--- src/rtl/serial_subtractor_pkg.sv ---
// Shared definitions for the bit-serial subtractor: FSM state encoding and default width.
package serial_subtractor_pkg;

  typedef enum logic [1:0] {
    IDLE  = 2'b00,
    SHIFT = 2'b01,
    HOLD  = 2'b10
  } state_t;

  localparam int DEFAULT_WIDTH = 8;

endpackage

--- src/rtl/full_subtractor_1_bit.sv ---
// One-bit full subtractor built only from and/or/not gate primitives.
module full_subtractor_1_bit (
  input  logic x,
  input  logic y,
  input  logic b_in,
  output logic d,
  output logic b_out
);

  logic nx, ny, nb;
  logic m0, m1, m2, m3;
  logic t0, t1, t2;

  not g_nx (nx, x);
  not g_ny (ny, y);
  not g_nb (nb, b_in);

  // Difference is the odd-parity function of the three inputs, as a sum of minterms.
  and g_m0 (m0, x,  ny, nb);
  and g_m1 (m1, nx, y,  nb);
  and g_m2 (m2, nx, ny, b_in);
  and g_m3 (m3, x,  y,  b_in);
  or  g_d  (d, m0, m1, m2, m3);

  and g_t0 (t0, nx, y);
  and g_t1 (t1, nx, b_in);
  and g_t2 (t2, y,  b_in);
  or  g_bo (b_out, t0, t1, t2);

endmodule

--- src/rtl/serial_subtractor.sv ---
// Bit-serial a - b - b_in: LSB-first over WIDTH clocks, result held until consumed.
module serial_subtractor
  import serial_subtractor_pkg::*;
#(
  parameter int WIDTH = DEFAULT_WIDTH
) (
  input  logic             clock,
  input  logic             reset,
  input  logic             in_valid,
  output logic             in_ready,
  input  logic [WIDTH-1:0] a,
  input  logic [WIDTH-1:0] b,
  input  logic             b_in,
  output logic             out_valid,
  input  logic             out_ready,
  output logic [WIDTH-1:0] diff,
  output logic             b_out,
  output state_t           fsm_state
);

  // Handshake: a transfer happens on a rising edge where valid and ready are both 1;
  // ready/valid are pure functions of the state register, never of the partner's signal.

  localparam int CNT_W = $clog2(WIDTH + 1);
  localparam logic [CNT_W-1:0] CNT_LAST = CNT_W'(WIDTH - 1);
  localparam logic [CNT_W-1:0] CNT_ONE  = CNT_W'(1);

  state_t           state_q, state_d;
  logic [WIDTH-1:0] a_sr, b_sr, res;
  logic             borrow;
  logic [CNT_W-1:0] cnt;
  logic             fs_d, fs_b;

  full_subtractor_1_bit u_fs (
    .x     (a_sr[0]),
    .y     (b_sr[0]),
    .b_in  (borrow),
    .d     (fs_d),
    .b_out (fs_b)
  );

  always_comb begin
    state_d = state_q;
    case (state_q)
      IDLE:    if (in_valid) state_d = SHIFT;
      SHIFT:   if (cnt == CNT_LAST) state_d = HOLD;
      HOLD:    if (out_ready) state_d = IDLE;
      default: state_d = IDLE;
    endcase
  end

  always_ff @(posedge clock or posedge reset) begin
    if (reset) state_q <= IDLE;
    else       state_q <= state_d;
  end

  always_ff @(posedge clock or posedge reset) begin
    if (reset) begin
      a_sr   <= '0;
      b_sr   <= '0;
      res    <= '0;
      borrow <= 1'b0;
      cnt    <= '0;
    end else begin
      case (state_q)
        IDLE: begin
          if (in_valid) begin
            a_sr   <= a;
            b_sr   <= b;
            borrow <= b_in;
            cnt    <= '0;
          end
        end
        SHIFT: begin
          // Difference bits enter at the MSB so after WIDTH shifts bit 0 sits at res[0].
          a_sr   <= a_sr >> 1;
          b_sr   <= b_sr >> 1;
          res    <= {fs_d, res[WIDTH-1:1]};
          borrow <= fs_b;
          cnt    <= cnt + CNT_ONE;
        end
        default: ;
      endcase
    end
  end

  assign in_ready  = (state_q == IDLE);
  assign out_valid = (state_q == HOLD);
  assign diff      = res;
  assign b_out     = borrow;
  assign fsm_state = state_q;

endmodule

--- config.mk ---
export PLATFORM = sky130hd
export DESIGN_NAME = serial_subtractor
export DESIGN_NICKNAME = d
export VERILOG_FILES = /design/src/rtl/serial_subtractor_pkg.sv /design/src/rtl/full_subtractor_1_bit.sv /design/src/rtl/serial_subtractor.sv
export SDC_FILE = /design/constraint.sdc
export NUM_CORES = 1
export LEC_CHECK = 0
export CORE_MARGIN = 3
export CORE_UTILIZATION = 43
export CTS_CLUSTER_DIAMETER = 100
export CTS_CLUSTER_SIZE = 8
export DETAILED_ROUTE_END_ITERATION = 8
export GPL_ROUTABILITY_DRIVEN = 0
export GPL_TIMING_DRIVEN = 0
export PLACE_DENSITY_LB_ADDON = 0.05
export SLEW_MARGIN = 15
export SYNTH_ARGS = -nofsm -noshare
export SYNTH_HDL_FRONTEND = slang
export SYNTH_SLANG_ARGS = --single-unit
--- constraint.sdc ---
create_clock -name clock -period 1.1 [get_ports clock]
set_input_delay 0.22 -clock clock [delete_from_list [all_inputs] [get_ports clock]]
set_output_delay 0.22 -clock clock [all_outputs]
set_load 0.05 [all_outputs]
==> impl_metrics.tcl <==
set metrics [dict create \
    status "finished, violations left" \
    violations "setup timing" \
    dp_hpwl_um 2030 \
    finClkSkew_ns 0.00371 \
    floorplan.initialDensity_pct 47.2 \
    synthesis.area_per_instance_um2 10.1 \
    cp_top_family "flip-flops" \
    fin_nets 230 \
    rsz0062_at_grt "yes" \
    maxSlewViolCount 0 \
    first_iter_violations 68 \
    syn_nets 157 \
    leakage_nw 1.03 \
    p_seq_share_pct 27.8 \
    portBuffers 33 \
    drv_cap 0 \
    crit_path_end_kind "output port" \
    yosysSeqAreaShare_pct 57.1 \
    finalSetupViolCount 44 \
    vias_per_cell 5.05 \
    period_share_pct 135 \
    slew_headroom_pct 56.1 \
    power.density_nw_per_um2 3150 \
    drive_gt1_share_pct 42.8 \
    area_growth_pct 69.6 \
    cts_num_sinks 31 \
    sw_frac_of_total_pct 40.7 \
    criticalPathCategory "flip-flop to output port" \
    hold_viol_final 0 \
    path_clk_slew_ns 0.09 \
    ys_ff_latch 31 \
    worstMarginPinSlew_ns 0.657 \
    coreArea_um2 2880 \
    rows 19 \
    dpl-instance-area_um2 1840 \
    antenna_found_initial 0 \
    ys_types 26 \
    ant_nets 0 \
    cp.required_ns 0.88 \
    arrival_ns 1.27 \
    firstDrtPassIters 4 \
    die_x_um 62.2 \
    fin_ws_ns -0.390 \
    die_y_um 62.2 \
    crit_buf_inv 2 \
    path_common_cell "buf_8" \
    cts_root_buffer "clkbuf_4" \
    ys_warn_count 0 \
    cp_cell_sequence "buf_8, nor2_4, buf_8" \
    n_antenna_cell 0 \
    holdWs_ns 0.349 \
    slowest_stage "dfrtp_4" \
    grtUsageTotal_pct 19.8 \
    hp-class "input port to async pin" \
    clock.fmax_mhz 671 \
    avgRoutedWirePerCell_um 14.2 \
    ir_drop_uv 1420 \
    die_area_um2 3870 \
    p_comb_share_pct 61.9 \
    cts_tree "built" \
    clk_path_buf_depth 2 \
    io_pins 34 \
    cts-buffers-inserted 5 \
    cp_slowest_stage_delay_ns 0.53 \
    fin_area_um2 2300 \
    p_sw_mw 2.95 \
    grt_max_degree 32 \
    clk_latency_ns 0.33 \
    grt_pass1_wl_um 6070 \
    min_period_ns 1.49 \
    cp_max_fo 5 \
    grt_pass1_vias 1330 \
    start_kind "flip-flop" \
    clkPwrFrac_pct 10.3 \
    syn-cell-area_um2 1360 \
    netlist_instances 134 \
    cts_max_level 2 \
    place_worst_setup_slack_ns -0.719 \
    p_int_mw 4.30 \
    routed_wl_um 3540 \
    drcViolationCount 0 \
    num_vias 1263 \
    grt_overflow 0 \
    power_mw 7.26 \
]
## cell type report
cell class	instances	area [um^2]
Timing Repair Buffer	66	648
Clock buffer	8	68.8
Tap cell	42	52.6
Inverter	3	15.0
Fill cell	177	572
Buffer	9	101
Sequential cell	31	782
Multi-Input combinational cell	91	637
## cell usage in the layout, fill, tap and decap left out, drive strengths merged, types with 2 or more instances in the layout
cell           instances
buf                   53
nand2                 38
dfrtp                 31
clkdlybuf4s50         20
o21ai                 17
a22oi                 15
clkbuf                10
nor2b                  3
a32o                   2
inv                    2
a22o                   2
nand2b                 2
nor2                   2
## routing by layer
layer  up-vias  wire, um  track usage [%]  part of all wire, %
met5         -         0                0                    0
met4         0        46             8.01                  1.3
met3         5       186             4.68                  5.3
met2        36      1930             35.3                   54
met1       609      1380             22.8                   39
li1        613         -                -                    -
## metrics by stage
stage,util (%),std cells,TNS [ns]
floorplan,-,134,-3.16
global placement,63.8,209,-27.63
detailed placement,63.8,209,-28.51
CTS,78.3,244,-8.78
global route,80.1,250,-11.22
finish,80.1,250,-9.28
## registers in the layout (all words and copies together) (netlist names)
signal and flops:
fsm_state 2, a_sr 8, b_out 1, cnt 4, b_sr 8, diff 8
## timing repair
item | CTS | global route
setup endpoints to repair | 66 | 44
setup buffers | 24 | 8
pin swaps | 15 | 11
gates cloned | 3 | 0
gates resized for setup | 117 | 4
hold buffers | 0 | 0
## power by group through the flow
stage / combinational, mW / sequential, mW / clock, mW
finish: 4.49 / 2.02 / 0.751
detailed placement: 3.04 / 2.06 / 0
global placement: 2.98 / 2.03 / 0
floorplan: 1.61 / 2.63 / 0
global route: 4.83 / 2.09 / 0.832
CTS: 4.30 / 2.00 / 0.773
## worst register-to-register path: stages (launching register included)
cell and delay (ns):
dfrtp_4 0.53, buf_4 0.17, buf_4 0.14, and2b_1 0.16, buf_6 0.13, a22o_1 0.21
## Yosys cell counts
cell type	number	share of area, %
o22ai_1	1	0.46
nor2_1	2	0.55
nand2_1	38	10
a31oi_1	1	0.46
nand2b_1	2	0.92
nor2b_1	2	0.92
nor2b_4	1	1.0
dfrtp_1	31	57
o21ai_1	17	6.3
and2b_1	1	0.55
ha_1	1	0.92
inv_1	3	0.83
a22oi_1	15	8.3
fa_1	1	1.5
clkbuf_1	1	0.28
nand4b_1	1	0.64
o21bai_1	1	0.55
buf_1	1	0.28
a32o_1	2	1.5
a41oi_1	1	0.64
buf_4	2	1.1
mux2_2	1	0.83
nand3_1	1	0.37
a22o_1	2	1.3
buf_6	1	0.83
buf_2	4	1.5
## cells by family after synthesis
family | share of synthesized area (%)
simple gates | 15.5
compound gates | 19.4
flops | 57.1
buf+inv | 4.79
fa+ha+maj | 2.39
mux | 0.829
## path summary, 6_finish.rpt
path	slack, ns	cells after the start	end	from
hold / removal	0.35	2	diff[4]$_DFFE_PP0N_	reset
min in group clock	0.52	3	b_sr[1]$_DFFE_PP0P_	b[1]
setup / recovery	-0.39	3	in_ready	fsm_state[0]$_DFFE_PP0P_
setup reg to reg	-0.35	5	cnt[1]$_DFFE_PP0P_	fsm_state[0]$_DFFE_PP0P_
hold reg to reg	0.52	2	a_sr[4]$_DFFE_PP0P_	a_sr[4]$_DFFE_PP0P_
max in group asynchronous	0.34	2	fsm_state[0]$_DFFE_PP0P_	reset
(Power assumes the default switching activity.)
